`src/rtl/adc_spi_sampler.sv`:
```
// adc_spi_sampler: drives a 10-bit SPI ADC at a fixed rate and emits signed samples with a valid strobe.
// Define ADC_RANGE_CHECK_EN to reject frames whose leading/null bits are not zero (RangeError pulse).
module adc_spi_sampler #(
  parameter int unsigned CLK_DIV       = 25,
  parameter int unsigned SAMPLE_PERIOD = 250000,
  parameter int unsigned CHANNEL       = 0
) (
  input  logic              clk,
  input  logic              reset,
  input  logic              Enable,
  input  logic              AdcMiso,
  output logic              AdcSclk,
  output logic              AdcCsN,
  output logic              AdcMosi,
  output logic signed [9:0] DataOut,
  output logic              DataValid,
  output logic              RangeError
);

  localparam int unsigned DIV_W = $clog2(CLK_DIV);
  localparam int unsigned TMR_W = (SAMPLE_PERIOD > 1) ? $clog2(SAMPLE_PERIOD) : 1;
`ifdef ADC_RANGE_CHECK_EN
  localparam int unsigned RX_W = 16;
`else
  // Only the conversion result is ever consumed, so keep just the last 10 bits shifted in.
  localparam int unsigned RX_W = 10;
`endif
  localparam logic [15:0] CMD = 16'hD000 | (16'(CHANNEL % 2) << 13);

  typedef enum logic [2:0] {
    S_IDLE,
    S_CS_SETUP,
    S_SHIFT,
    S_CS_HOLD,
    S_DONE
  } state_t;

  state_t           r_state;
  logic [DIV_W-1:0] r_div;
  logic [TMR_W-1:0] r_timer;
  logic [4:0]       r_bits;
  logic [15:0]      r_tx;
  logic [RX_W-1:0]  r_rx;
  logic             r_pend;

  logic w_wrap;
  logic w_div_end;
  logic w_start;

  assign w_wrap    = (r_timer == TMR_W'(SAMPLE_PERIOD - 1));
  assign w_div_end = (r_div == DIV_W'(CLK_DIV - 1));
  assign w_start   = (r_state == S_IDLE) && r_pend && Enable;

  always_ff @(posedge clk or posedge reset) begin
    if (reset) begin
      r_timer <= '0;
    end else if (w_wrap) begin
      r_timer <= '0;
    end else begin
      r_timer <= r_timer + TMR_W'(1);
    end
  end

  always_ff @(posedge clk or posedge reset) begin
    if (reset) begin
      r_state    <= S_IDLE;
      r_div      <= '0;
      r_bits     <= '0;
      r_tx       <= '0;
      r_rx       <= '0;
      r_pend     <= 1'b0;
      AdcSclk    <= 1'b0;
      AdcCsN     <= 1'b1;
      AdcMosi    <= 1'b0;
      DataOut    <= '0;
      DataValid  <= 1'b0;
      RangeError <= 1'b0;
    end else begin
      DataValid  <= 1'b0;
      RangeError <= 1'b0;
      // A fresh wrap wins over consumption; dropping Enable discards any waiting tick.
      r_pend     <= Enable && (w_wrap || (r_pend && !w_start));
      case (r_state)
        S_IDLE: begin
          r_div <= '0;
          if (w_start) begin
            r_state <= S_CS_SETUP;
            AdcCsN  <= 1'b0;
            AdcMosi <= CMD[15];
            r_tx    <= {CMD[14:0], 1'b0};
            r_bits  <= '0;
          end
        end
        S_CS_SETUP: begin
          if (w_div_end) begin
            r_div   <= '0;
            r_state <= S_SHIFT;
          end else begin
            r_div <= r_div + DIV_W'(1);
          end
        end
        S_SHIFT: begin
          if (w_div_end) begin
            r_div   <= '0;
            AdcSclk <= ~AdcSclk;
            if (!AdcSclk) begin
              r_rx <= {r_rx[RX_W-2:0], AdcMiso};
            end else begin
              AdcMosi <= r_tx[15];
              r_tx    <= {r_tx[14:0], 1'b0};
              r_bits  <= r_bits + 5'd1;
              if (r_bits == 5'd15) begin
                r_state <= S_CS_HOLD;
              end
            end
          end else begin
            r_div <= r_div + DIV_W'(1);
          end
        end
        S_CS_HOLD: begin
          if (w_div_end) begin
            r_div   <= '0;
            AdcCsN  <= 1'b1;
            r_state <= S_DONE;
          end else begin
            r_div <= r_div + DIV_W'(1);
          end
        end
        S_DONE: begin
          r_state <= S_IDLE;
`ifdef ADC_RANGE_CHECK_EN
          if (r_rx[15:10] != 6'd0) begin
            RangeError <= 1'b1;
          end else begin
            DataOut   <= {~r_rx[9], r_rx[8:0]};
            DataValid <= 1'b1;
          end
`else
          DataOut   <= {~r_rx[9], r_rx[8:0]};
          DataValid <= 1'b1;
`endif
        end
        default: r_state <= S_IDLE;
      endcase
    end
  end

endmodule

```
`config.mk`:
```
export PLATFORM = sky130hd
export DESIGN_NAME = adc_spi_sampler
export DESIGN_NICKNAME = d
export VERILOG_FILES = /design/src/rtl/adc_spi_sampler.sv
export SDC_FILE = /design/constraint.sdc
export NUM_CORES = 1
export LEC_CHECK = 0
export ABC_AREA = 1
export CORE_MARGIN = 3
export CORE_UTILIZATION = 63
export CTS_CLUSTER_DIAMETER = 150
export CTS_CLUSTER_SIZE = 16
export DETAILED_ROUTE_END_ITERATION = 7
export GPL_TIMING_DRIVEN = 1
export PLACE_DENSITY = 0.89
export SYNTH_ARGS = -nofsm -noshare
export SYNTH_HDL_FRONTEND = slang
export SYNTH_SLANG_ARGS = --single-unit
```
`constraint.sdc`:
```
create_clock -name clk -period 4.2 [get_ports clk]
set_input_delay 0.42 -clock clk [delete_from_list [all_inputs] [get_ports clk]]
set_output_delay 0.42 -clock clk [all_outputs]
set_load 0.005 [all_outputs]
```
==> flow_summary.json, run 1 <==
{
  "outcome": "finished clean",
  "path_cells": "clkdlybuf4s50_1",
  "pin_count": 19,
  "syn_inst": 347,
  "area_growth_pct": 13.6,
  "fp.dieArea_um2": 5520,
  "wl_per_cell_um": 13.2,
  "critPathLaunchType": "flop",
  "placement.io_buffers": 17,
  "slew_headroom_pct": 65.2,
  "multi_input_area_um2": 1210,
  "finalHoldViolCount": 0,
  "final.period_utilization_pct": 42.2,
  "final_util_pct": 75.2,
  "cts_buffers": 9,
  "tns_ps": 0,
  "routed_via_density": 5.26,
  "post-cts-setup-buffer-count": 0,
  "cp_max_fo": 2,
  "worstPathArrival_ps": 1350,
  "core_area_um2": 4440,
  "synth_nets": 356,
  "cts_buffer_depth": 2,
  "drive_gt1_share_pct": 14.2,
  "path_buf_inv": 1,
  "fin_skew_ps": 6.81,
  "ys_ff_latch": 59,
  "cts_hold_buf": 0,
  "clock_latency_ps": 340,
  "drt_iter0_drc": 127,
  "cts_tree": "built",
  "ir_drop_v": 0.000313,
  "cpMaxStageDelayCell": "dfstp_2",
  "seqCellArea_um2": 1480,
  "vias": 2236,
  "drc": 0,
  "grt_pass1_vias": 2140,
  "cap_violations": 0,
  "clk_pin_slew_ps": 70,
  "final-setup-viol-count": 0,
  "criticalPathCategory": "reg2out",
  "drtAntennaViolNets": 0,
  "hold_path.class": "in2async",
  "num_rows": 24,
  "die_y_um": 74.3,
  "dp_hpwl_um": 3850,
  "ys_warn_count": 0,
  "post_cts_resized": 0,
  "fin_crit_ps": 1770,
  "antenna_found_initial": 0,
  "power_mw": 1.15,
  "p_per_area_nw_per_um2": 345,
  "whs_ps": 438,
  "grt_pass1_wl_um": 9350,
  "first_pass_iters": 4,
  "routabilityCongestion": 0.873,
  "tightest_slew_ps": 521,
  "syn_area_um2": 2940,
  "nNetsFinal": 378,
  "end_kind": "primary output",
  "placed_cell_area_um2": 3130,
  "die_w_um": 74.3,
  "initial_utilization_pct": 66.2,
  "overflow": 0,
  "yosysSeqAreaShare_pct": 50.2,
  "cp.required_ps": 3780,
  "wl_um": 5610,
  "yosysUniqueCellTypes": 36,
  "cts_num_sinks": 59,
  "rsz0062_at_grt": "false",
  "fmax_ghz": 0.564,
  "grt_max_degree": 37,
  "cp_slowest_stage_delay_ps": 530,
  "n_antenna_cell": 0,
  "layout.filler_cells": 297,
  "total_leakage_power_nw": 1.61,
  "stdcell_area_um2": 3340,
  "cts_root_buffer": "clkbuf_8",
  "cts_max_level": 3,
  "syn_area_per_cell_um2": 8.48,
  "track_usage_pct": 22.7,
  "slew_viol_final": 0,
  "crit_family": "flip-flops"
}
## power by group
part	switching (mW)	internal, mW
Sequential	0.000121	0.569
Clock	0.224	0.345
Combinational	0.0124	0.00376
## registers in the layout, indices dropped and copies added, names as in the netlist
register	cells
AdcMosi	1
r_div	5
r_tx	3
DataValid	1
AdcCsN	1
r_pend	1
DataOut	10
r_rx	10
r_state	3
AdcSclk	1
r_bits	5
r_timer	18
## metrics by stage
step	std cells	worst slack, ps
after floorplan	347	2330
after global placement	410	2530
after detailed placement	410	2490
after CTS	425	2400
after global routing	425	2380
final	425	2430
## cell usage after synthesis (all sizes together)
| cell type | number | area (µm²) |
|---|---|---|
| clkinv | 1 | 8.76 |
| a31oi | 1 | 6.26 |
| nand3 | 24 | 125 |
| o21ai | 33 | 195 |
| a21oi | 4 | 23.8 |
| nand3b | 1 | 11.3 |
| dfstp | 1 | 26.3 |
| a21boi | 1 | 7.51 |
| nor2 | 49 | 223 |
| ha | 5 | 62.6 |
| xnor2 | 1 | 8.76 |
| buf | 7 | 58.8 |
| dfrtp | 58 | 1450 |
| o21bai | 2 | 15.0 |
| nor3 | 2 | 10.0 |
| or2 | 3 | 18.8 |
| xor2 | 8 | 70.1 |
| o21a | 1 | 7.51 |
| inv | 50 | 188 |
| conb | 1 | 3.75 |
| nand4 | 6 | 37.5 |
| nand2 | 86 | 370 |
| and2 | 2 | 12.5 |
## layout make-up
class / instances / area share, %
clock buffers: 10 / 4.12
clock inverters: 5 / 2.32
inverters: 51 / 5.88
multi-input cells: 230 / 36.2
flip-flops and latches: 59 / 44.2
well taps: 52 / 1.95
repair buffers: 18 / 5.32
## kinds of logic (layout without fill, tap and decap cells)
group	after synthesis	after routing	share of synthesized area, %
other	1	1	0.127
AOI/OAI and AO/OA	42	42	8.68
DFF	59	59	50.2
adders and majority gates	5	5	2.13
buffers and inverters	58	84	8.68
and+or+nand+nor	173	173	27.5
xor gates and xnor gates	9	9	2.68
## metal layers
layer  GRT usage (%)  part of all wire (%)  up-vias
li1                -                     -     1133
met3            6.35                   4.4       13
met4            13.4                   1.5        0
met2            34.7                    49       51
met5               0                     0        -
met1            29.0                    45     1039
## worst paths after layout
path,from,end,slack (ps),cells after the start
worst max register to register,r_div[0],r_rx[0],2600,7
worst max-delay path,AdcCsN,AdcCsN,2430,1
worst min register to register,r_timer[0],r_timer[0],480,1
min in group clk,r_timer[0],r_timer[0],480,1
worst min-delay path,reset,r_rx[2],440,2
max in group asynchronous,reset,AdcCsN,2900,3
## cells in the final DEF (no fill, tap or decap), drive strengths merged
master,netlist,final
a21oi,4,4
o21bai,2,2
o21a,1,1
buf,7,1
a31oi,1,1
clkinv,1,3
nand3b,1,1
xnor2,1,1
nor2,49,49
conb,1,1
dfrtp,58,58
dfstp,1,1
a21boi,1,1
ha,5,5
bufinv,0,2
nand2,86,86
nor3,2,2
clkdlybuf4s50,0,17
clkbuf,0,10
or2,3,3
xor2,8,8
o21ai,33,33
inv,50,50
nand4,6,6
and2,2,2
clkinvlp,0,1
nand3,24,24
Note: power is estimated with default switching activity, not from simulation.
==> run 2: changes to the inputs <==
- CORE_UTILIZATION: 63 -> 59
- PLACE_DENSITY: 0.89 -> 0.85
- clock period: 4.2 -> 1.75 ns (I/O delays scaled with it)
==> flow_summary.json, run 2 (synthesis results as in run 1) <==
{
  "outcome": "finished clean",
  "cts_buffer_depth": 2,
  "r2r_slack_ps": 170,
  "cp_slowest_stage_delay_ps": 400,
  "post_cts_resized": 0,
  "routed_via_density": 4.98,
  "top_regs": "r_timer x18, DataOut x10, r_rx x10",
  "pin_count": 19,
  "antenna_found_initial": 0,
  "worstPathArrival_ps": 1800,
  "ir_drop_v": 0.000581,
  "drtAntennaViolNets": 0,
  "grt_pass1_wl_um": 9630,
  "finalHoldViolCount": 0,
  "p_per_area_nw_per_um2": 768,
  "timing.critical_path.mode_cell": "nand2_1",
  "placement.io_buffers": 17,
  "end_kind": "flop",
  "wl_per_cell_um": 12.1,
  "fin_crit_ps": 1580,
  "cts_tree": "built",
  "drt_iter0_drc": 180,
  "routabilityCongestion": 0.897,
  "cts_hold_buf": 0,
  "overflow": 0,
  "critPathLaunchType": "flop",
  "post-cts-setup-buffer-count": 0,
  "criticalPathCategory": "reg2reg",
  "fmax_ghz": 0.632,
  "fin_skew_ps": 7.40,
  "cts_max_level": 3,
  "layout.filler_cells": 360,
  "cts_num_sinks": 59,
  "regMostFlops": "r_timer",
  "first_pass_iters": 4,
  "largest_reg_flops": 18,
  "drive_gt1_share_pct": 14.7,
  "drc": 0,
  "cp.required_ps": 1960,
  "crit_family": "simple AND/OR/NAND/NOR gates",
  "slew_viol_final": 0,
  "r2r-end": "r_rx[1]",
  "path_buf_inv": 1,
  "die_w_um": 76.6,
  "total_leakage_power_nw": 1.61,
  "path_cells": "inv_1 > ha_1 > nand2_1 > nor2_8 > nand2_2 > nand2_1 > o21ai_1",
  "tns_ps": 0,
  "wl_um": 5330,
  "vias": 2203,
  "area_growth_pct": 14.0,
  "final-setup-viol-count": 0,
  "n_antenna_cell": 0,
  "dp_hpwl_um": 3840,
  "die_y_um": 76.6,
  "core_area_um2": 4790,
  "r2r_cells": 7,
  "cp_max_fo": 21,
  "track_usage_pct": 21.0,
  "clock_latency_ps": 340,
  "cp.depth": 7,
  "layout_commonest_cell": "nand2_1",
  "cap_violations": 0,
  "final.period_utilization_pct": 90.4,
  "num_rows": 25,
  "hold_path.class": "in2async",
  "final_cell_mix": "75 x nand2_1, 58 x dfrtp_1, 46 x inv_1",
  "whs_ps": 131,
  "cts_buffers": 9,
  "grt_max_degree": 32,
  "cpMaxStageDelayCell": "dfrtp_1",
  "cts_root_buffer": "clkbuf_8",
  "clk_pin_slew_ps": 70,
  "r2r-start": "r_div[0]",
  "fp.dieArea_um2": 5870,
  "initial_utilization_pct": 61.5,
  "nNetsFinal": 380,
  "grt_pass1_vias": 2142,
  "rsz0062_at_grt": "false"
}
## run 2: metrics by stage
stage | cell area (µm²) | total power [mW] | utilization, % | setup WS (ps) | cells
after global routing | 3350 | 2.70 | 70.1 | 58.4 | 442
after global placement | 3170 | 1.44 | 66.3 | 259 | 427
final | 3350 | 2.58 | 70.1 | 169 | 442
after CTS | 3350 | 2.60 | 70.1 | 157 | 442
after floorplan | 2940 | 1.42 | - | 120 | 347
after detailed placement | 3170 | 1.44 | 66.3 | 160 | 427
## run 2: how the worst max path moves through the flow
stage,start,end,slack [ps]
2_1_floorplan,reset,AdcMosi,120
3_3_place_gp,r_div[0],r_rx[0],260
3_5_place_dp,r_div[0],r_rx[0],160
4_1_cts,r_div[0],r_rx[0],160
5_1_grt,r_div[0],r_rx[2],60
6_report,r_div[0],r_rx[1],170
## run 2: area by class of cell
cell class              count  area (µm²)  area share (%)
clock buffers               9         124            3.69
repair buffers             20         205            6.12
multi-input cells         230        1210            36.0
clock inverters             6        57.6            1.72
flip-flops and latches     59        1480            44.1
well taps                  67        83.8            2.50
inverters                  51         196            5.86
## run 2: metal layers
metal  global-route usage, %  routed length (µm)  part of all wire, %
met5                       0                   0                    0
met4                    10.7                 114                  2.1
met3                    4.96                 201                  3.8
met2                    33.0                2470                   46
met1                    27.1                2540                   48
## run 2: report_power, final
part | total, mW | internal, mW | switching, mW
sequential | 1.37 | 1.37 | 0.000259
clock | 1.16 | 0.638 | 0.526
combinational | 0.0464 | 0.0150 | 0.0314
## run 2: worst register-to-register path, stage by stage (launching register included)
cell,delay [ps]
dfrtp_1,400
inv_1,100
ha_1,170
nand2_1,130
nor2_8,160
nand2_2,250
nand2_1,160
o21ai_1,90
==> run 3: changes to the inputs <==
- GPL_TIMING_DRIVEN: 1 -> 0
==> flow_summary.json, run 3 (synthesis results as in run 1) <==
{
  "outcome": "finished clean",
  "cp.required_ps": 1980,
  "fin_skew_ps": 8.19,
  "core_area_um2": 4790,
  "nNetsFinal": 385,
  "place_inst": 432,
  "worstPathArrival_ps": 1790,
  "area_growth_pct": 17.5,
  "grt_pass1_vias": 2396,
  "clock_latency_ps": 340,
  "switchingPower_mw": 0.586,
  "overflow": 0,
  "end_kind": "flop",
  "grt_pass1_wl_um": 10800,
  "post-cts-setup-buffer-count": 0,
  "vias": 2365,
  "drt_iter0_drc": 106,
  "drc": 0,
  "die_w_um": 76.6,
  "final.period_utilization_pct": 89.1,
  "cts_buffer_depth": 2,
  "whs_ps": 148,
  "cap_violations": 0,
  "p_clk_share_pct": 51.5,
  "cts_buffers": 9,
  "finalHoldViolCount": 0,
  "cts_max_level": 3,
  "cts_root_buffer": "clkbuf_8",
  "routabilityCongestion": 0.891,
  "slew_viol_final": 0,
  "placement.io_buffers": 17,
  "final-setup-viol-count": 0,
  "ir_drop_v": 0.000552,
  "cts_tree": "built",
  "fp.dieArea_um2": 5870,
  "criticalPathCategory": "reg2reg",
  "die_y_um": 76.6,
  "dp_hpwl_um": 3840,
  "wl_um": 5860,
  "top_regs": "r_timer x18, DataOut x10, r_rx x10",
  "cts_num_sinks": 59,
  "fmax_ghz": 0.642,
  "finalNonFillerCells": 448,
  "pin_count": 19,
  "n_antenna_cell": 0,
  "critPathLaunchType": "flop",
  "layout.filler_cells": 354,
  "p_per_area_nw_per_um2": 841,
  "largest_reg_flops": 18,
  "stdcell_area_um2": 3460,
  "clk_pin_slew_ps": 70,
  "track_usage_pct": 23.1,
  "combPwrFrac_pct": 1.5,
  "p_seq_share_pct": 47.0,
  "routed_via_density": 5.28,
  "cts_hold_buf": 0,
  "drtAntennaViolNets": 0,
  "drive_gt1_share_pct": 16.0,
  "tns_ps": 0,
  "regMostFlops": "r_timer",
  "first_pass_iters": 4,
  "rsz0062_at_grt": "false",
  "hold_path.class": "in2async",
  "initial_utilization_pct": 61.5,
  "placed_cell_area_um2": 3220,
  "wl_per_cell_um": 13.1,
  "final_cell_mix": "75 x nand2_1, 58 x dfrtp_1, 46 x inv_1",
  "grt_max_degree": 42,
  "total_leakage_power_nw": 1.66,
  "post_cts_resized": 0,
  "num_rows": 25,
  "p_sw_share_pct": 20.2,
  "layout_commonest_cell": "nand2_1",
  "cp_max_fo": 10,
  "fin_crit_ps": 1560,
  "p_int_mw": 2.32,
  "power_mw": 2.91,
  "antenna_found_initial": 0
}
[run 3: cell types whose count changed in the layout (fill, tap and decap cells not counted), sizes merged]
cell | previous run | this run
buf | 3 | 8
bufinv | 1 | 3
clkinv | 5 | 4
[run 3: cell type report]
class                      instances  area (µm²)  share of cell area [%]
multi-input combinational        230        1210                    35.0
clock buffer                       9         124                    3.58
timing repair buffer              18         190                    5.50
buffer                             7        58.8                    1.70
tap                               67        83.8                    2.43
sequential                        59        1480                    42.8
inverter                          51         196                    5.68
clock inverter                     7         116                    3.37
[run 3: final timing paths]
kind | start | endpoint | slack (ps) | cells after the start
worst max-delay path | r_div[0] | r_bits[0] | 190 | 10
worst min-delay path | reset | DataOut[2] | 150 | 2
worst max register to register | r_div[0] | r_bits[0] | 190 | 10
worst min register to register | r_tx[15] | r_tx[15] | 480 | 2
max in group asynchronous | reset | AdcCsN | 990 | 3
min in group clk | Enable | r_pend | 470 | 3
[run 3: metal layers]
metal	wire, µm	GRT usage, %	part of all wire (%)	vias to the layer above
met4	133	8.88	2.3	0
met1	2370	27.7	40	1153
met5	0	0	0	-
li1	-	-	-	1143
met3	284	6.97	4.8	16
met2	3080	39.2	52	53
[run 3: worst max-delay path: stages (launching register included)]
cell and delay [ps]:
dfrtp_1 400, inv_1 100, ha_1 160, nand2_1 120, nor2_8 160, nand2_4 70
nand2_4 70, nand2_4 90, buf_12 160, nand2_2 60, o21ai_2 60
[run 3: stage by stage]
stage / util [%] / setup slack, ps
global route: 72.2 / 44.7
global placement: 66.8 / -868
CTS: 72.2 / 181
finish: 72.2 / 192
detailed placement: 67.2 / 211
floorplan: - / 120
[run 3: power groups by stage]
stage / combinational, mW / clock, mW / sequential, mW
2_1_floorplan: 0.0254 / 0 / 1.39
3_3_place_gp: 0.0399 / 0 / 1.39
3_5_place_dp: 0.0464 / 0 / 1.39
4_1_cts: 0.0465 / 1.52 / 1.37
5_1_grt: 0.0510 / 1.59 / 1.36
6_report: 0.0441 / 1.50 / 1.37
